--- config.mk ---
export PLATFORM = sky130hd
export DESIGN_NAME = lsu_wb_bridge
export DESIGN_NICKNAME = d
export VERILOG_FILES = /design/src/rtl/lsu_wb_bridge.sv
export SDC_FILE = /design/constraint.sdc
export NUM_CORES = 1
export LEC_CHECK = 0
export ABC_AREA = 1
export BUFFER_PORTS_ARGS = -buffer_cell sky130_fd_sc_hd__buf_2
export CAP_MARGIN = 5
export CORE_UTILIZATION = 53
export CTS_CLUSTER_DIAMETER = 120
export CTS_CLUSTER_SIZE = 14
export DETAILED_ROUTE_END_ITERATION = 16
export PLACE_DENSITY = 0.93
export SYNTH_ARGS = -nofsm -noshare
export SYNTH_HDL_FRONTEND = slang
export SYNTH_SLANG_ARGS = --single-unit
--- constraint.sdc ---
create_clock -name clk -period 3.4 [get_ports clk]
set_input_delay 0.17 -clock clk [delete_from_list [all_inputs] [get_ports clk]]
set_output_delay 0.17 -clock clk [all_outputs]
set_load 0.005 [all_outputs]
--- src/rtl/lsu_wb_bridge.sv ---
// ---------------------------------------------------------------------------
// lsu_wb_bridge
//
// MEM-stage load/store unit that turns one RV32I load or store into a single
// Wishbone-classic transaction. It generates byte selects and lane-replicated
// store data, sign/zero-extends load data, and stalls the pipeline until the
// bus acknowledges. Misaligned or illegal accesses are flagged and never reach
// the bus.
//
// Optional feature (macro LSU_TIMEOUT_EN): abort a bus cycle that waits
// TIMEOUT_CYCLES cycles without ack, pulse o_bus_err, and return 0 for loads.
// Without the macro the bus waits indefinitely and o_bus_err is tied 0.
//
// Ports:
//   clk, rst          clock, synchronous active-high reset
//   i_req_M           MEM-stage instruction is a load/store
//   i_mem_write_M     1 = store, 0 = load
//   i_addr_M          byte address
//   i_write_data_M    right-aligned store data
//   i_funct3_M        access size / sign
//   o_read_data_M     registered, extended load result
//   o_stall_M         pipeline freeze request
//   o_misaligned      one-cycle pulse for misaligned/illegal access
//   o_bus_err         one-cycle pulse on timeout abort
//   o_wb_*, i_wb_*    Wishbone-classic master interface
//
// Handshake: a transaction is accepted in IDLE when i_req_M is high and the
// access is legal; cyc/stb then stay high until the first cycle i_wb_ack is
// sampled high (or a timeout fires), and drop at that same edge.
// ---------------------------------------------------------------------------
module lsu_wb_bridge #(
  parameter int DATA_WIDTH     = 32,
  parameter int ADDR_WIDTH     = 32,
  parameter int TIMEOUT_CYCLES = 255
) (
  input  logic                  clk,
  input  logic                  rst,
  input  logic                  i_req_M,
  input  logic                  i_mem_write_M,
  input  logic [ADDR_WIDTH-1:0] i_addr_M,
  input  logic [DATA_WIDTH-1:0] i_write_data_M,
  input  logic [2:0]            i_funct3_M,
  output logic [DATA_WIDTH-1:0] o_read_data_M,
  output logic                  o_stall_M,
  output logic                  o_misaligned,
  output logic                  o_bus_err,
  output logic                  o_wb_cyc,
  output logic                  o_wb_stb,
  output logic                  o_wb_we,
  output logic [3:0]            o_wb_sel,
  output logic [ADDR_WIDTH-1:0] o_wb_adr,
  output logic [DATA_WIDTH-1:0] o_wb_dat,
  input  logic [DATA_WIDTH-1:0] i_wb_dat,
  input  logic                  i_wb_ack
);

  if (DATA_WIDTH != 32) begin : g_bad_width
    $error("lsu_wb_bridge supports DATA_WIDTH = 32 only");
  end
  if (TIMEOUT_CYCLES < 1 || TIMEOUT_CYCLES > 255) begin : g_bad_timeout
    $error("lsu_wb_bridge TIMEOUT_CYCLES must be 1..255");
  end

  typedef enum logic [1:0] {IDLE, BUS, DONE} state_t;

  state_t                state_q, state_d;
  logic                  we_q;
  logic [ADDR_WIDTH-1:0] adr_q;
  logic [3:0]            sel_q;
  logic [31:0]           dat_q;
  logic [2:0]            f3_q;
  logic [1:0]            off_q;
  logic [31:0]           rdata_q;

  logic                  legal;
  logic                  accept;
  logic                  timeout_hit;
  logic [3:0]            sel_d;
  logic [31:0]           wdat_d;
  logic [31:0]           shifted;
  logic [31:0]           load_fmt;

  // Legality: half needs addr[0]=0, word needs addr[1:0]=0, funct3 011/110/111
  // are not loads/stores, and stores have no unsigned variants.
  always_comb begin
    legal = 1'b1;
    case (i_funct3_M)
      3'b001, 3'b101: if (i_addr_M[0]) legal = 1'b0;
      3'b010:         if (i_addr_M[1:0] != 2'b00) legal = 1'b0;
      3'b011, 3'b110, 3'b111: legal = 1'b0;
      default:        legal = 1'b1;
    endcase
    if (i_mem_write_M && i_funct3_M[2]) legal = 1'b0;
  end

  // Byte selects and lane-replicated store data; replication puts the
  // operand on every lane so sel alone picks the right one.
  always_comb begin
    sel_d  = 4'b1111;
    wdat_d = i_write_data_M;
    case (i_funct3_M[1:0])
      2'b00: begin
        sel_d  = 4'b0001 << i_addr_M[1:0];
        wdat_d = {4{i_write_data_M[7:0]}};
      end
      2'b01: begin
        sel_d  = 4'b0011 << i_addr_M[1:0];
        wdat_d = {2{i_write_data_M[15:0]}};
      end
      default: begin
        sel_d  = 4'b1111;
        wdat_d = i_write_data_M;
      end
    endcase
  end

  // Load formatting from the latched offset and funct3.
  always_comb begin
    shifted  = i_wb_dat >> {off_q, 3'b000};
    load_fmt = shifted;
    case (f3_q)
      3'b000:  load_fmt = {{24{shifted[7]}}, shifted[7:0]};
      3'b001:  load_fmt = {{16{shifted[15]}}, shifted[15:0]};
      3'b100:  load_fmt = {24'h0, shifted[7:0]};
      3'b101:  load_fmt = {16'h0, shifted[15:0]};
      default: load_fmt = shifted;
    endcase
  end

`ifdef LSU_TIMEOUT_EN
  logic [7:0] tmo_q;

  // Ack wins over a simultaneous timeout.
  assign timeout_hit = (state_q == BUS) && !i_wb_ack &&
                       (tmo_q == 8'(TIMEOUT_CYCLES - 1));

  // Held at 0 outside BUS so it reads 0 in the first BUS cycle.
  always_ff @(posedge clk) begin
    if (rst)                tmo_q <= 8'h0;
    else if (state_q != BUS) tmo_q <= 8'h0;
    else if (!i_wb_ack)     tmo_q <= tmo_q + 8'h1;
  end
`else
  assign timeout_hit = 1'b0;
`endif

  // Next-state and combinational outputs.
  always_comb begin
    state_d      = state_q;
    accept       = 1'b0;
    o_stall_M    = 1'b0;
    o_misaligned = 1'b0;
    o_bus_err    = 1'b0;
    case (state_q)
      IDLE: begin
        if (i_req_M) begin
          if (legal) begin
            accept    = 1'b1;
            o_stall_M = 1'b1;
            state_d   = BUS;
          end else begin
            o_misaligned = 1'b1;
          end
        end
      end
      BUS: begin
        o_stall_M = 1'b1;
        if (i_wb_ack) begin
          state_d = DONE;
        end else if (timeout_hit) begin
          o_bus_err = 1'b1;
          state_d   = DONE;
        end
      end
      DONE:    state_d = IDLE;
      default: state_d = IDLE;
    endcase
  end

  always_ff @(posedge clk) begin
    if (rst) begin
      state_q <= IDLE;
      we_q    <= 1'b0;
      adr_q   <= '0;
      sel_q   <= 4'h0;
      dat_q   <= 32'h0;
      f3_q    <= 3'h0;
      off_q   <= 2'h0;
      rdata_q <= 32'h0;
    end else begin
      state_q <= state_d;
      if (accept) begin
        we_q  <= i_mem_write_M;
        adr_q <= {i_addr_M[ADDR_WIDTH-1:2], 2'b00};
        sel_q <= sel_d;
        dat_q <= wdat_d;
        f3_q  <= i_funct3_M;
        off_q <= i_addr_M[1:0];
      end
      if (state_q == BUS && !we_q) begin
        if (i_wb_ack)         rdata_q <= load_fmt;
        else if (timeout_hit) rdata_q <= 32'h0;
      end
    end
  end

  assign o_wb_cyc      = (state_q == BUS);
  assign o_wb_stb      = (state_q == BUS);
  assign o_wb_we       = we_q & (state_q == BUS);
  assign o_wb_sel      = sel_q;
  assign o_wb_adr      = adr_q;
  assign o_wb_dat      = dat_q;
  assign o_read_data_M = rdata_q;

endmodule

; ---- After elaboration in Yosys (flattened, before gate mapping)
; Cells that the tools add are included.
[op_classes]
n_eq_ne = 14
n_shift = 3
muxes = 18
n_bitwise = 1
reduce_logical = 11
[ops]
columns = cell, count
row1 = one-hot mux 32 bit (4 select lines), 1
row2 = one-hot mux 32 bit (2 select lines), 1
row3 = >> shifter 32 x 5 -> 32 bit, 1
row4 = "equality test 3 bit, second input constant", 5
row5 = 2-to-1 mux 1 bit, 9
row6 = one-hot mux 4 bit (2 select lines), 1
row7 = "equality test 3 x 1 -> 1 bit, second input constant", 2
row8 = "equality test 3 x 2 -> 1 bit, second input constant", 2
row9 = 2-to-1 mux 2 bit, 3
row10 = "equality test 2 x 1 -> 1 bit, second input constant", 2
row11 = zero test 2 bit, 2
row12 = "!= test 2 bit, second input constant", 2
row13 = one-hot mux 2 bit (2 select lines), 1
row14 = "<< shifter 1 x 2 -> 4 bit, first input constant", 1
row15 = "<< shifter 2 x 2 -> 4 bit, first input constant", 1
row16 = zero test 3 bit, 1
row17 = one-hot mux 1 bit (3 select lines), 1
row18 = AND reduction 3 bit, 1
row19 = OR reduction 3 bit, 1
row20 = logical AND 1 bit, 2
row21 = "!= test 2 x 1 -> 1 bit, second input constant", 1
row22 = one-hot mux 1 bit (2 select lines), 1
row23 = AND reduction 2 bit, 1
row24 = nonzero test 2 bit, 1
row25 = 3 further kinds, 3
[word_totals]
ff_bits = 106
wordCells = 55
out_inout_bits = 106
input_bits = 104

; ---- Longest topological paths before layout
[logic_depth]
depth_word = 7
mapped_depth = 9
mapped_depth_nobuf = 8

; ---- Least setup slack after synthesis
; Ideal clock, no wire load.
[synth_path]
kind = reg-to-output
start = register state_q[0]
end = output o_stall_M
stages_incl_launch_ff = 8
setup_slack_ps = 2072
arrival_time_ps = 1158
required_time_ps = 3230
path_buffers = 2
cell_sequence = dfxtp_1 inv_2 nand2_1 nor2_2 nand4_1 buf_4 buf_2 nand2_1
[synth_via]
elab_chain_len = 2
word_cells_on_any_way = 3
cone_classes = eq/ne (1) / mux (1) / reduce/logical (1)
[synth_rtl]
columns = element, line_no
row1 = from (decl), 66  ; state_t state_q, state_d;
row2 = from (signal assigned), 191  ; state_q <= state_d;
row3 = equality test 2 x 1 -> 1 bit or zero test 2 bit (tied branches), 154  ; case (state_q)
row4 = one-hot mux 1 bit (2 select lines) *, 154
row5 = to (decl), 44  ; output logic o_stall_M,
; Every way passes the cells marked *; elsewhere a longest branch is shown, timed or not.

; ---- Final worst setup path
; Ends and elaborated chain as after synthesis.

==> impl_results.rst <==
.. list-table::
   :header-rows: 1

   * - Metric
     - Value
   * - Clock H-tree levels
     - 3
   * - Placed inst area
     - a little over 6000 sq um
   * - Largest clock skew in the final design
     - ~0.017 ns
   * - Worst Hold Depth
     - 3
   * - CP Cell Sequence
     - inv_2 -> nand2_1 -> nor2_4 -> nand4_1 -> buf_4 -> nand2_1 -> buf_2
   * - Number of iterations in the first detailed-routing pass
     - 6
   * - Worst-path clk slew
     - 0.11 ns
   * - Minimum clock period
     - 2.30 ns
   * - Die ar.
     - 10,300 sq um
   * - Most frequently used cell type in the post-synthesis netlist
     - sky130_fd_sc_hd__nand2_1
   * - Buffers inserted by post-CTS timing repair
     - 0
   * - Num ports
     - 210
   * - Cell class contributing the biggest share of worst-path delay
     - simple AND/OR/NAND/NOR gates
   * - Maximum fanout encountered on the critical timing path
     - between 50 and 60
   * - Antenna violations before repair
     - 0
   * - Remaining global-route overflow
     - 0
   * - Last element of the critical path
     - o_stall_M
   * - Per-cell routed wire length
     - 12.8 um
   * - Number of pins with negative max-slew slack in the final report
     - 0
   * - Setup repair after global routing missed its margin
     - no
   * - Data arrival time of the critical path
     - ~2.1 ns
   * - Worst Hold Class
     - in -> reg
   * - Detailed Place HPWL
     - 10,100 um
   * - Transition time of the tightest slew-check pin
     - roughly 0.86 ns
   * - Yosys top cell by area
     - sky130_fd_sc_hd__dfxtp_1
   * - Number of register bits inferred by synthesis
     - around 110
   * - Number of clock sinks
     - 106
   * - Area inside the core boundary
     - approximately 9400 sq um
   * - Post-Synthesis Cell Area
     - around 5200 sq um
   * - Final Cycle Share
     - 0.677
   * - Starting density of the core
     - 0.556
   * - Power density of the placed cells
     - approximately 410 nW/um^2
   * - Max-cap violations
     - 0
   * - Portion of synthesized cell area occupied by the leading cell type
     - 0.405
   * - Cell type of the slowest stage on the worst timing path
     - sky130_fd_sc_hd__nor2_4
   * - Buf+Inv Stages, Crit Path
     - 3
   * - Number of stages on the worst setup path
     - 7
   * - Chip Height
     - about 100 um
   * - TritonCTS clock tree
     - built
   * - Overall fraction of global-route tracks in use
     - 0.275
   * - Vias in the first global route
     - approximately 5.0k
   * - Ranking of synthesized cells by instance count
     - sky130_fd_sc_hd__nand2_1 (220), sky130_fd_sc_hd__nor2_1 (121), sky130_fd_sc_hd__nand3_1 (112)
   * - Sort of element at the end of the critical path
     - output pin
   * - Pre-CTS setup slack
     - 1.31 ns
   * - Startpoint of the lowest-slack register-to-register path
     - off_q[1]
   * - Clock latency at the later pin of the worst-skew pair
     - around 0.37 ns
   * - Final setup violation count
     - 0
   * - DR iter-0 viols
     - approximately 450
   * - Total clock buffers created by CTS
     - 9
   * - Launching element of the worst setup path
     - state_q[0]
   * - Worst ir drop on vdd
     - between 0.2 and 0.3 mV
   * - Post-Syn Area per Cell
     - between 6 and 7 sq um
   * - Die width
     - approximately 100 um
   * - Final layout net count
     - 1,083
   * - Via Count
     - 5,724
   * - Number of synthesized flops with an enable pin
     - 0
   * - Total number of placement rows
     - 35
   * - Total negative slack for setup checks
     - 0 ns
   * - Final WS setup
     - roughly 1.1 ns
   * - Number of failing hold endpoints at the final stage
     - 0
   * - Routed via count divided by cell count
     - 5.14
   * - Status
     - finished clean
   * - Area growth, synth to finish
     - 21.9%
   * - Most used flip-flop cell after synthesis
     - sky130_fd_sc_hd__dfxtp_1
   * - Post-CTS sizing
     - 0
   * - Nature of the critical path startpoint
     - register
   * - Cell chosen for the clock root
     - sky130_fd_sc_hd__clkbuf_8
   * - Peak Freq
     - between 400 and 500 MHz
   * - Slowest cell delay on critical path
     - ~0.47 ns
   * - Largest cells by area after synthesis
     - sky130_fd_sc_hd__dfxtp_1 (41%), sky130_fd_sc_hd__nand2_1 (16%), sky130_fd_sc_hd__nand3_1 (11%), sky130_fd_sc_hd__nor2_1 (8.7%), sky130_fd_sc_hd__a21oi_1 (7.2%)
   * - Capture instance of the worst register-to-register path
     - o_read_data_M[29]
   * - Yosys warns
     - 0
   * - Length in cells of the worst reg-to-reg path
     - 7
   * - Critical path start-end classification
     - reg -> out
   * - Antenna viol nets, final
     - 0
   * - Residual DRC count
     - 0
   * - Unique cell type count in the Yosys netlist
     - 27
   * - Gp weighted congestion
     - 0.950
   * - Fraction of final layout cells with drive strength greater than 1
     - 0.247
   * - Largest buffer count on any clock path
     - 2
   * - Synth Instances
     - just over 800
   * - Register area share after synthesis
     - 0.405
   * - Cell repeated most along the worst path
     - sky130_fd_sc_hd__nand2_1
   * - Worst R2R Setup Slack
     - between 1 and 1.5 ns
   * - Maximum number of pins on one net before global-route repair
     - 74
   * - Final Routed Wirelength
     - roughly 14,000 um
   * - Required @ worst endpoint
     - between 3 and 4 ns
   * - Antenna Cells
     - 0
   * - Global-route wire length before repair
     - 22,800 um
   * - Post-layout instance area
     - roughly 6400 sq um
   * - Fraction of synthesis flops using an asynchronous set or reset pin
     - 0
   * - Count of input and output buffers
     - around 210
   * - Worst slew margin relative to its limit
     - 0.428
   * - Lkg Pwr
     - between 3 and 4 nW
   * - Hold buffer count at cts
     - 0
-- routing by layer --
| metal | share of wire | track usage | wire length [um] | vias to the layer above |
|---|---|---|---|---|
| met5 | 0 | 0 | 0 | - |
| met4 | 0.030 | 0.113 | 433 | 0 |
| met3 | 0.068 | 0.0462 | 965 | 41 |
| met2 | 0.46 | 0.452 | 6570 | 257 |
| met1 | 0.44 | 0.359 | 6250 | 2529 |
| li1 | - | - | - | 2897 |
-- final cells by class --
type	count	area (sq um)
clock buffers	10	138
clock inverters	6	81.3
fillers	836	3040
inverters	66	250
multi-input cells	583	2540
flip-flops and latches	106	2120
well taps	129	161
repair buffers	213	1080
-- cell families after synthesis --
logic type             after synthesis  synth area share
AOI/OAI and AO/OA                  101            0.0980
and+or+nand+nor                    479             0.385
other                                1          0.000716
DFF                                106             0.405
buffers and inverters              127             0.111
-- worst reg2reg max path, stage by stage (launching register included) --
cell and delay [ns]:
sky130_fd_sc_hd__dfxtp_1 0.76, sky130_fd_sc_hd__inv_2 0.28, sky130_fd_sc_hd__nand2_1 0.48, sky130_fd_sc_hd__nor2_1 0.13, sky130_fd_sc_hd__nor2_1 0.13, sky130_fd_sc_hd__nand3_1 0.10, sky130_fd_sc_hd__nand2_1 0.09, sky130_fd_sc_hd__inv_1 0.04
-- how the worst min path moves through the flow --
| stage | from | slack, ns | to |
|---|---|---|---|
| 2_1_floorplan | i_wb_ack | 0.31 | state_q[1] |
| 3_3_place_gp | i_wb_ack | 0.44 | state_q[1] |
| 3_5_place_dp | i_wb_ack | 0.45 | state_q[1] |
| 4_1_cts | i_addr_M[21] | 0.05 | o_wb_adr[21] |
| 5_1_grt | i_addr_M[14] | 0.05 | o_wb_adr[14] |
| 6_report | i_addr_M[23] | 0.06 | o_wb_adr[23] |
-- metrics by stage --
step / utilization / cells / hold slack [ns] / total power [W]
global placement: 0.654 / 1097 / 0.436 / 0.00179
global route: 0.678 / 1113 / 0.0529 / 0.00275
floorplan: - / 816 / 0.312 / 0.00164
CTS: 0.678 / 1113 / 0.0507 / 0.00263
finish: 0.678 / 1113 / 0.0618 / 0.00262
detailed placement: 0.654 / 1097 / 0.447 / 0.00180
-- state kept, by name, summed over array words and instances (netlist names) --
name and cells:
f3_q 3, o_read_data_M 32, we_q 1, o_wb_dat 32, o_wb_adr 30, o_wb_sel 4, off_q 2, state_q 2
-- report_power, final --
part	switching [W]	leakage [nW]	internal (W)
combinational	0.000280	2.33	0.000172
sequential	0.0000299	0.862	0.00130
clock	0.000461	0.112	0.000380
total	0.000771	3.31	0.00185
-- cells in the final DEF (no fill, tap or decap), types with 7 or more instances in the layout --
cell	n
sky130_fd_sc_hd__nand2_1	220
sky130_fd_sc_hd__buf_2	206
sky130_fd_sc_hd__nor2_1	121
sky130_fd_sc_hd__nand3_1	112
sky130_fd_sc_hd__dfxtp_1	106
sky130_fd_sc_hd__a21oi_1	75
sky130_fd_sc_hd__inv_1	62
sky130_fd_sc_hd__o21ai_0	22
sky130_fd_sc_hd__nor3_1	11
sky130_fd_sc_hd__clkbuf_8	10
sky130_fd_sc_hd__buf_4	7
Note: power is estimated with default switching activity, not from simulation.
